`config.mk`:
```
export PLATFORM = sky130hd
export DESIGN_NAME = pico_core
export DESIGN_NICKNAME = d
export VERILOG_FILES = /design/src/rtl/pico_pkg.sv /design/src/rtl/pico_alu.sv /design/src/rtl/pico_core.sv
export SDC_FILE = /design/constraint.sdc
export NUM_CORES = 1
export LEC_CHECK = 0
export BUFFER_PORTS_ARGS = -buffer_cell sky130_fd_sc_hd__buf_2
export CORE_MARGIN = 2
export CORE_UTILIZATION = 36
export DETAILED_ROUTE_END_ITERATION = 12
export HOLD_SLACK_MARGIN = 0.1
export SLEW_MARGIN = 0
export SYNTH_ARGS = -nofsm -noshare
export SYNTH_HDL_FRONTEND = slang
export SYNTH_SLANG_ARGS = --single-unit
```
`constraint.sdc`:
```
create_clock -name Clock -period 5.8 [get_ports Clock]
set_input_delay 0.58 -clock Clock [delete_from_list [all_inputs] [get_ports Clock]]
set_output_delay 0.58 -clock Clock [all_outputs]
set_load 0.01 [all_outputs]
```
`src/rtl/pico_pkg.sv`:
```
// pico_pkg: opcode, FSM state and ALU-select types shared by the pico core.
package pico_pkg;

  typedef enum logic [2:0] {
    OP_HEI  = 3'd0,
    OP_LSW  = 3'd1,
    OP_MULI = 3'd2,
    OP_ATR  = 3'd3,
    OP_RTA  = 3'd4,
    OP_ADD  = 3'd5,
    OP_ADDI = 3'd6,
    OP_JMP  = 3'd7
  } opcode_t;

  typedef enum logic {
    ST_FETCH = 1'b0,
    ST_EXEC  = 1'b1
  } state_t;

  typedef enum logic [1:0] {
    ALU_PASS = 2'd0,
    ALU_ADD  = 2'd1,
    ALU_ADDI = 2'd2,
    ALU_MUL  = 2'd3
  } alu_op_t;

endpackage

```
`src/rtl/pico_alu.sv`:
```
// pico_alu: combinational accumulator datapath (pass, ADD, ADDI, fixed-point MULI)
// with signed overflow detection. Define PICO_SAT_EN to clamp overflowing
// results to the signed DATA_W range; otherwise results wrap.
module pico_alu
  import pico_pkg::*;
#(
  parameter int DATA_W = 8,
  parameter int OPND_W = 5,
  parameter int FRAC_W = 2
) (
  input  alu_op_t                   alu_sel,
  input  logic signed [DATA_W-1:0]  a,
  input  logic signed [DATA_W-1:0]  b,
  input  logic        [OPND_W-1:0]  imm,
  output logic signed [DATA_W-1:0]  result,
  output logic                      overflow
);

  // Wide enough for the full product plus the shifted immediate without loss.
  localparam int WW = 2 * DATA_W + OPND_W + 2;

  logic signed [WW-1:0]       a_w;
  logic signed [WW-1:0]       b_w;
  logic signed [WW-1:0]       imm_w;
  logic signed [WW-1:0]       wide;
  logic        [WW-DATA_W:0]  top;
  logic                       fits;

  // Exact result in a wide signed domain, then range check and wrap/clamp.
  always_comb begin
    a_w   = {{(WW-DATA_W){a[DATA_W-1]}}, a};
    b_w   = {{(WW-DATA_W){b[DATA_W-1]}}, b};
    imm_w = {{(WW-OPND_W){imm[OPND_W-1]}}, imm};
    case (alu_sel)
      ALU_ADD:  wide = a_w + b_w;
      ALU_ADDI: wide = a_w + (imm_w <<< 1);
      ALU_MUL:  wide = (a_w * imm_w) >>> FRAC_W;
      default:  wide = b_w;
    endcase
    top      = wide[WW-1:DATA_W-1];
    fits     = (&top) | ~(|top);
    overflow = (alu_sel != ALU_PASS) && !fits;
`ifdef PICO_SAT_EN
    if (overflow) begin
      result = wide[WW-1] ? {1'b1, {(DATA_W-1){1'b0}}} : {1'b0, {(DATA_W-1){1'b1}}};
    end else begin
      result = wide[DATA_W-1:0];
    end
`else
    result = wide[DATA_W-1:0];
`endif
  end

endmodule

```
`src/rtl/pico_core.sv`:
```
// pico_core: two-state (FETCH/EXEC) accumulator micro-core with a small
// register file, handshake stall (HEI) and sticky overflow flag.
// Optional PICO_SAT_EN macro selects saturating arithmetic in pico_alu.
module pico_core
  import pico_pkg::*;
#(
  parameter int DATA_W = 8,
  parameter int NREGS  = 2,
  parameter int PC_W   = 5,
  parameter int OPND_W = 5,
  parameter int FRAC_W = 2
) (
  input  logic                     Clock,
  input  logic                     nReset,
  input  logic signed [DATA_W-1:0] sw_data,
  input  logic                     sw_flag,
  output logic        [PC_W-1:0]   imem_addr,
  input  logic      [3+OPND_W-1:0] imem_data,
  output logic signed [DATA_W-1:0] acc_out,
  output logic                     waiting,
  output logic                     ovf
);

  localparam int IDX_W = (NREGS > 1) ? $clog2(NREGS) : 1;

  state_t                    state;
  logic        [PC_W-1:0]    pc;
  logic signed [DATA_W-1:0]  acc;
  logic signed [DATA_W-1:0]  regs [NREGS];
  logic                      ovf_q;

  opcode_t                   op;
  logic        [OPND_W-1:0]  operand;
  logic        [IDX_W-1:0]   idx;
  logic signed [DATA_W-1:0]  reg_rd;
  logic        [PC_W-1:0]    jmp_pc;
  logic                      stall;
  alu_op_t                   alu_sel;
  logic signed [DATA_W-1:0]  alu_result;
  logic                      alu_ovf;

  // Decode the instruction word and read the register file combinationally.
  always_comb begin
    op      = opcode_t'(imem_data[3+OPND_W-1:OPND_W]);
    operand = imem_data[OPND_W-1:0];
    idx     = IDX_W'(operand);
    jmp_pc  = PC_W'(operand);
    reg_rd  = regs[idx];
    stall   = (state == ST_EXEC) && (op == OP_HEI) && (sw_flag == operand[0]);
    case (op)
      OP_ADD:  alu_sel = ALU_ADD;
      OP_ADDI: alu_sel = ALU_ADDI;
      OP_MULI: alu_sel = ALU_MUL;
      default: alu_sel = ALU_PASS;
    endcase
  end

  pico_alu #(
    .DATA_W (DATA_W),
    .OPND_W (OPND_W),
    .FRAC_W (FRAC_W)
  ) u_alu (
    .alu_sel  (alu_sel),
    .a        (acc),
    .b        (reg_rd),
    .imm      (operand),
    .result   (alu_result),
    .overflow (alu_ovf)
  );

  // FSM, program counter, accumulator, register file and sticky overflow.
  always_ff @(posedge Clock or negedge nReset) begin
    if (!nReset) begin
      state <= ST_FETCH;
      pc    <= '0;
      acc   <= '0;
      ovf_q <= 1'b0;
      for (int unsigned i = 0; i < NREGS; i++) begin
        regs[i] <= '0;
      end
    end else begin
      case (state)
        ST_FETCH: state <= ST_EXEC;
        ST_EXEC: begin
          if (!stall) begin
            state <= ST_FETCH;
            pc    <= pc + PC_W'(1);
            case (op)
              OP_LSW: acc <= sw_data;
              OP_MULI, OP_ADD, OP_ADDI: begin
                acc   <= alu_result;
                ovf_q <= ovf_q | alu_ovf;
              end
              OP_ATR: regs[idx] <= acc;
              OP_RTA: acc <= reg_rd;
              OP_JMP: pc <= jmp_pc;
              default: ;
            endcase
          end
        end
        default: state <= ST_FETCH;
      endcase
    end
  end

  assign imem_addr = pc;
  assign acc_out   = acc;
  assign ovf       = ovf_q;
  assign waiting   = stall;

endmodule

```
After elaboration in Yosys (flattened, before gate mapping)
Index checks and enable logic that the tools add are counted.

Add/subtract/negate cells: 3. Multipliers: 1. $lt $le $gt $ge: 2. Equal/unequal tests: 11. Mux-type cells: 12. Bitwise gates (word level): 6. Reduce and logical (&&, ||, !) cells: 15.

Operators by type and width (number): 23-bit case mux with 3 select lines (1); 8-bit two-way mux (4); 8-bit case mux with 3 select lines (1); 16-bit bitwise mux (1); 16-bit AND reduction (1); 16-bit OR reduction (1); 8-bit by 5-bit multiplier with 13-bit output (1); 3-bit == test, second input constant (4); 8-bit by 6-bit adder with 9-bit output (1); 8-bit by 8-bit adder with 9-bit output (1); 3-bit AND reduction (3); 8-bit demux with 1-bit select (1); 3-bit by 2-bit == test with 1-bit output, second input constant (2); 2-bit case mux with 3 select lines (1); 5-bit by 1-bit adder with 5-bit output, second input constant (1); 5-bit two-way mux (1); 2-bit == test, second input constant (2); 1-bit logical AND (4); 3-bit by 1-bit == test with 1-bit output, second input constant (1); 3-bit logical NOT (1); 1-bit NOT (3); 3-bit nonzero test (1); 3-bit OR reduction (1); 2-bit by 1-bit == test with 1-bit output, second input constant (1); other kinds (10) (11).

Flip-flop bits (word level): 31. Input port bits: 19. Output and inout port bits: 15. Logic and storage cells: 56.

Depth between registers and ports, before layout
Gate-level depths: netlist of the first run.

Word-level depth: 12. Gate-level depth with buffers: 17. Depth with buffers taken out: 15.

Hierarchy
From an unflattened synthesis of the first run, not the netlist that was laid out.

Cell total of the unflattened synthesis: 440. Area total of the unflattened synthesis: 4025.1 um2.

By module, submodules not included: pico_alu (times used 1, cells an instance 285, area an instance 2371.0 um2, seq. area each 0.0 um2); pico_core (times used 1, cells an instance 155, area an instance 1654.1 um2, seq. area each 775.7 um2).

Worst setup path before layout of the first run
OpenSTA, ideal clock, no wires.

Path type: input -> register. Start point: input imem_data[0]. End point: register ovf_q (netlist: ovf). Setup time: 0.120 ns. Arrival: 4.684 ns. Required time: 5.680 ns. Path slack: 0.995 ns. Cell stages on the path: 15. Path buffers: 2. Cells stage by stage: clkbuf_1 > clkbuf_1 > nand2_1 > fa_1 > fa_1 > fa_1 > inv_1 > fa_1 > a21oi_1 > o211ai_1 > nor2_1 > xor2_1 > o221ai_2 > or4_1 > a41o_1.

Longest elaborated chain between the ends: 12. Elaborated cells on any way between the ends: 19. Classes of those cells: add/sub: 2; mul: 1; eq/ne: 1; mux: 4; bitwise: 5; reduce/logical: 6.

RTL lines: from (decl) (RTL line pico_core.sv:18) `input logic [3+OPND_W-1:0] imem_data,`; parallel branches: the longest is 12 deep, another holds 8-bit by 5-bit multiplier with 13-bit output; to (signal assigned) (RTL line pico_core.sv:92) `ovf_q <= ovf_q | alu_ovf;`; to (decl) (RTL line pico_core.sv:30) `logic ovf_q;`.

Parallel ways; which one is timed is not known. The select of a mux whose other input is x is not followed. A chain may end at the register's enable or synchronous reset.

Worst setup path after layout of the first run
Ends and elaborated chain as after synthesis.

==> results of run 1 <==
==> worst register-to-register path, cell delays in order (launching register included) <==
cell and delay, ns:
dfrtp_1 0.63, nand2_1 0.14, fa_1 0.50, fa_1 0.53
fa_1 0.55, inv_1 0.07, fa_1 0.47, a21oi_1 0.24
o211ai_1 0.15, nor2_1 0.13, xor2_1 0.21, o221ai_2 0.14
or4_1 0.54, a41o_1 0.24
==> cell families (layout without fill, tap and decap cells) <==
kind of cell / count (synthesis) / after routing
simple gates: 110 / 110
compound gates: 83 / 83
fa+ha+maj: 67 / 67
buf+inv: 55 / 86
flops: 31 / 31
mux: 25 / 25
xor+xnor: 22 / 22
==> registers in the layout, summed over array words and instances, names as in the netlist <==
signal / flops
acc_out: 8
imem_addr: 5
ovf: 1
regs: 16
state: 1
==> worst max-delay path by stage <==
stage | from | to
floorplan | imem_data[0] | ovf$_DFFE_PN0P_
global placement | imem_data[0] | ovf$_DFFE_PN0P_
detailed placement | imem_data[0] | ovf$_DFFE_PN0P_
CTS | imem_data[0] | ovf$_DFFE_PN0P_
global route | imem_data[0] | ovf$_DFFE_PN0P_
finish | imem_data[0] | ovf$_DFFE_PN0P_
==> cell usage in the layout (no fill, tap or decap), drive strengths merged, types with 8 or more instances in the layout <==
cell type   n
a21oi      17
and2       22
buf        33
dfrtp      31
fa         28
ha         39
inv        45
mux2       22
nand2      25
nand3      13
nor2       18
nor2b       8
o21ai      26
xnor2      11
xor2       11
==> per-layer routing <==
| metal | track usage [%] | up-vias |
|---|---|---|
| li1 | - | 1426 |
| met1 | 23.02 | 1456 |
| met2 | 28.48 | 61 |
| met3 | 2.632 | 13 |
| met4 | 4.344 | 0 |
| met5 | 0 | - |
==> layout make-up <==
cell class              count  area [um^2]  area share (%)
multi-input cells         307         2644           65.48
flip-flops and latches     31        775.7           19.21
clock inverters             2        35.03          0.8677
repair buffers             33        165.2           4.090
well taps                 133        166.4           4.121
inverters                  45        168.9           4.183
clock buffers               6        82.58           2.045
==> per-stage QoR <==
step	hold WS, ns	util, %	std cells
finish	0.3345	41.31	557
global route	0.4151	41.31	557
CTS	0.3652	41.31	557
detailed placement	0.4654	40.11	549
global placement	0.4645	40.11	549
floorplan	0.2844	-	393
==> cell usage after synthesis (2+ instances only) <==
cell type	instances	area share, %
a21o_1	7	1.4
a21oi_1	16	2.2
a221oi_1	5	1.2
a22o_1	2	0.48
a22oi_1	2	0.41
a31oi_1	4	0.69
a41oi_1	2	0.48
and2_1	22	3.8
and3_1	4	0.69
clkbuf_1	9	0.93
dfrtp_1	31	21
fa_1	28	15
ha_1	39	13
inv_1	45	4.7
mux2_2	22	6.8
mux2i_1	3	0.83
nand2_1	25	2.6
nand2b_1	3	0.52
nand3_1	13	1.8
nor2_1	18	1.9
nor2b_1	8	1.4
nor3_1	6	0.83
nor3b_1	2	0.41
nor4_1	2	0.35
o211ai_1	2	0.41
o21ai_0	26	3.6
o22ai_1	4	0.69
or3_1	3	0.52
xnor2_1	11	2.7
xor2_1	11	2.7
==> impl_metrics.env, run 1 <==
export IMPL_remaining_drc_errors=0
export IMPL_grt_usage_pct=17.05
export IMPL_nFillCells=1002
export IMPL_period_share_pct=80.28
export IMPL_wl_met3_um=376
export IMPL_core_area_um2=9774
export IMPL_reg2reg_slack_ns=1.16
export IMPL_synth_xor_area_share_pct=5.314
export IMPL_max_slew_margin_pct=48.68
export IMPL_critPathMaxFanout=19
export IMPL_grt_pass1_vias=3072
export IMPL_synth_seq_cells=31
export IMPL_via_per_inst=5.307
export IMPL_grt_overflow_total=0
export IMPL_hold_buffers=0
export IMPL_crit_type="input pin to flip-flop"
export IMPL_grt_setup_unrepaired="false"
export IMPL_path_common_cell="fa_1"
export IMPL_die_w_um=104.4
export IMPL_cts_setup_buffers=0
export IMPL_cp_start_kind="input pin"
export IMPL_drive_gt1_share_pct=16.27
export IMPL_antenna_found_initial=0
export IMPL_post_cts_resized=0
export IMPL_fin_setup_tns_ns=0
export IMPL_cts_buffer_depth=2
export IMPL_hold_violations=0
export IMPL_grt_pass1_wl_um=15020
export IMPL_final_setup_worst_slack_ns=1.144
export IMPL_crit_arrival_ns=4.84
export IMPL_totalWireLength_um=8806
export IMPL_gp_congestion=0.8461
export IMPL_design_area_um2=4038
export IMPL_syn_area_um2=3626
export IMPL_antennaDiodeCount=0
export IMPL_clk_latency_ns=0.29
export IMPL_vias=2956
export IMPL_async_reset_ff_share_pct=100.0
export IMPL_start_util_pct=37.10
export IMPL_cpLargestDelayFamily="adder cells"
export IMPL_met1_length_um=4186
export IMPL_crit_chain="buf_2, nand2_1, fa_1, fa_1, fa_1, inv_1, fa_1, a21oi_1, o211ai_1, nor2_1, xor2_1, o221ai_2, or4_1, a41o_1"
export IMPL_maxSlewViolCount=0
export IMPL_place_area_um2=3920
export IMPL_skew_ns=0.003947
export IMPL_synth_edff_count=0
export IMPL_synth_cell_types=48
export IMPL_r2r_end="ovf$_DFFE_PN0P_"
export IMPL_worst_slew_pin_slew_ns=0.7664
export IMPL_numPortBuffers=33
export IMPL_avgSynthCellArea_um2=9.226
export IMPL_setup_viol=0
export IMPL_critical_path_slowest_cell="fa_1"
export IMPL_top_layer_used="met4"
export IMPL_cp_depth=14
export IMPL_r2r_cells=13
export IMPL_synthSimpleGateAreaFrac_pct=15.70
export IMPL_endpoint_kind="flip-flop"
export IMPL_max_freq_mhz=214.8
export IMPL_initialDrtViolationCount=121
export IMPL_wl_per_cell_um=15.81
export IMPL_synth_warnings=0
export IMPL_grt_max_degree=32
export IMPL_synth_cells=393
export IMPL_synth_compound_area_share_pct=15.32
export IMPL_fp_row_count=36
export IMPL_met2_length_um=4111
export IMPL_synth_top_flop_cell="dfrtp_1"
export IMPL_cts_tree="yes"
export IMPL_cts_root_buffer_cell="clkbuf_8"
export IMPL_path_buf_inv=2
export IMPL_max_stage_delay_ns=0.55
export IMPL_dpl_hpwl_um=6946
export IMPL_drtAntennaViolNets=0
export IMPL_fp_dieH_um=104.4
export IMPL_htree_levels=2
export IMPL_synth_top_family_by_area="adder cells"
export IMPL_worstPathRequired_ns=5.98
export IMPL_status="complete, no violations"
export IMPL_first_pass_iters=4
export IMPL_die_area_um2=10890
export IMPL_r2r_start="acc_out[1]$_DFFE_PN0P_"
export IMPL_fin_crit_ns=4.656
export IMPL_cts_sink_count=31
export IMPL_maxCapViolations=0
export IMPL_clk_pin_slew_ns=0.07
export IMPL_numCtsBuffers=5
export IMPL_place_ws_ns=0.8504
export IMPL_synth_fp_nets=479
export IMPL_area_growth_pct=11.35
export IMPL_ios=34
export IMPL_synthMuxAreaShare_pct=7.660
export IMPL_worstHoldPathType="input pin to async pin"
export IMPL_yosysSeqAreaShare_pct=21.39
export IMPL_synth_fa_ha_area_share_pct=28.92
export IMPL_final_nets=509
Power of run 1 is left out: the tool's default activity adds up to more than one toggle a clock period on the data nets, which glitch-free logic cannot reach.
==> run 2, diff against run 1 <==
==> constraint.sdc (replaced) <==
create_clock -name Clock -period 4.66 [get_ports Clock]
set_input_delay 0.466 -clock Clock [delete_from_list [all_inputs] [get_ports Clock]]
set_output_delay 0.466 -clock Clock [all_outputs]
set_load 0.01 [all_outputs]
==> run 2 against run 1 <==
  * Clock skew increased by 0.0010 ns
  * First-iteration DRC count up 18%
  * Via count grew 0.81%
  * Routed wire length grew 0.26%
  * Hold slack lost 0.10 ns
  * Clock-buffer cell count stayed put
  * Final cell count increased by 2.0%
  * Sequential share of layout area fell by 0.35 points
==> impl_metrics.env, run 2 (same netlist as run 1, synthesis figures left out) <==
export IMPL_placedCellCount=559
export IMPL_gp_congestion=0.8453
export IMPL_final_nets=520
export IMPL_max_slew_margin_pct=48.25
export IMPL_totalWireLength_um=8829
export IMPL_r2r_start="acc_out[5]$_DFFE_PN0P_"
export IMPL_ios=34
export IMPL_die_w_um=104.4
export IMPL_htree_levels=2
export IMPL_die_area_um2=10890
export IMPL_grt_usage_pct=17.32
export IMPL_drtAntennaViolNets=0
export IMPL_status="complete, no violations"
export IMPL_crit_chain="inv_1, ha_1, fa_1, fa_1, fa_1, ha_1, nor3_1, o2111ai_2, a41oi_1, xnor2_1, nor2_1, or4_1, a41o_1"
export IMPL_path_common_cell="fa_1"
export IMPL_wl_per_cell_um=15.54
export IMPL_cp_start_kind="flip-flop"
export IMPL_cts_root_buffer_cell="clkbuf_8"
export IMPL_maxSlewViolCount=0
export IMPL_period_share_pct=94.43
export IMPL_place_ws_ns=0.07252
export IMPL_hold_violations=0
export IMPL_antennaDiodeCount=0
export IMPL_antenna_found_initial=0
export IMPL_crit_type="flip-flop to flip-flop"
export IMPL_skew_ns=0.004944
export IMPL_grt_pass1_vias=3078
export IMPL_layout_common_cells="inv_1 (45), ha_1 (39), buf_2 (33), dfrtp_1 (29), fa_1 (28)"
export IMPL_initialDrtViolationCount=143
export IMPL_drive_gt1_share_pct=19.08
export IMPL_critPathMaxFanout=9
export IMPL_largest_register_ff_count=16
export IMPL_cts_tree="yes"
export IMPL_fin_setup_tns_ns=0
export IMPL_grt_max_degree=32
export IMPL_final_common_cell="inv_1"
export IMPL_fp_row_count=36
export IMPL_start_util_pct=37.10
export IMPL_grt_overflow_total=0
export IMPL_fin_crit_ns=4.401
export IMPL_dpl_hpwl_um=7264
export IMPL_area_growth_pct=13.80
export IMPL_max_freq_mhz=227.2
export IMPL_critical_path_slowest_cell="fa_1"
export IMPL_cts_buffer_depth=2
export IMPL_max_stage_delay_ns=0.57
export IMPL_first_pass_iters=4
export IMPL_cts_sink_count=31
export IMPL_crit_arrival_ns=4.57
export IMPL_numPortBuffers=33
export IMPL_via_per_inst=5.246
export IMPL_remaining_drc_errors=0
export IMPL_clk_latency_ns=0.28
export IMPL_layout_cells_non_filler=568
export IMPL_final_setup_worst_slack_ns=0.2594
export IMPL_worst_slew_pin_slew_ns=0.7728
export IMPL_grt_pass1_wl_um=15390
export IMPL_fp_dieH_um=104.4
export IMPL_maxCapViolations=0
export IMPL_clk_pin_slew_ns=0.07
export IMPL_endpoint_kind="flip-flop"
export IMPL_worstHoldPathType="input pin to async pin"
export IMPL_setup_viol=0
export IMPL_numCtsBuffers=5
export IMPL_worstPathRequired_ns=4.83
export IMPL_cp_startpoint="acc_out[5]$_DFFE_PN0P_"
export IMPL_largest_register="regs"
export IMPL_vias=2980
export IMPL_core_area_um2=9774
[run 2: metrics by stage]
step	hold slack [ns]	utilization, %	area [um^2]
floorplan	0.1704	-	3627
global placement	0.4634	40.87	3995
detailed placement	0.4661	40.87	3995
CTS	0.2598	42.08	4113
global route	0.2844	42.22	4126
finish	0.2342	42.22	4126
[run 2: critical path: cells and delay by family (launching register included)]
kind,cells,cell delay (ns)
DFF,1,0.49
xor gates and xnor gates,1,0.17
adders and majority gates,5,2.02
and+or+nand+nor,3,0.79
AOI/OAI and AO/OA,3,0.66
buffers and inverters,1,0.15
[run 2: final cells by class]
type | instances | area, um^2
clock buffer | 6 | 82.58
clock inverter | 2 | 35.03
fill | 978 | 5648
inverter | 45 | 168.9
multi-input combinational | 307 | 2648
sequential | 31 | 778.2
tap | 133 | 166.4
timing repair buffer | 44 | 247.7
[run 2: final timing paths]
path / to / slack [ns] / cells after the start
max in group asynchronous: acc_out[5]$_DFFE_PN0P_ / 3.91 / 1
worst max-delay path: ovf$_DFFE_PN0P_ / 0.26 / 13
worst max register to register: ovf$_DFFE_PN0P_ / 0.26 / 13
worst min register to register: regs[5]$_DFFE_PN0P_ / 0.48 / 2
worst min-delay path: imem_addr[4]$_DFFE_PN0P_ / 0.23 / 1
min in group Clock: regs[5]$_DFFE_PN0P_ / 0.48 / 2
[run 2: routing by layer]
metal / GRT usage [%] / vias up / routed length [um]
met1: 23.54 / 1460 / 4104
met5: 0 / - / 0
met4: 2.413 / 0 / 74
met3: 3.383 / 6 / 349
li1: - / 1455 / -
met2: 29.23 / 59 / 4301
[run 2: timing repair]
action / in CTS / in global routing
gates resized for setup: 0 / 3
endpoints found under the hold margin: 0 / 0
setup buffers: 0 / 1
endpoints found under the setup margin: 0 / 1
hold buffers: 0 / 0
Power of run 2 is left out for the same reason.
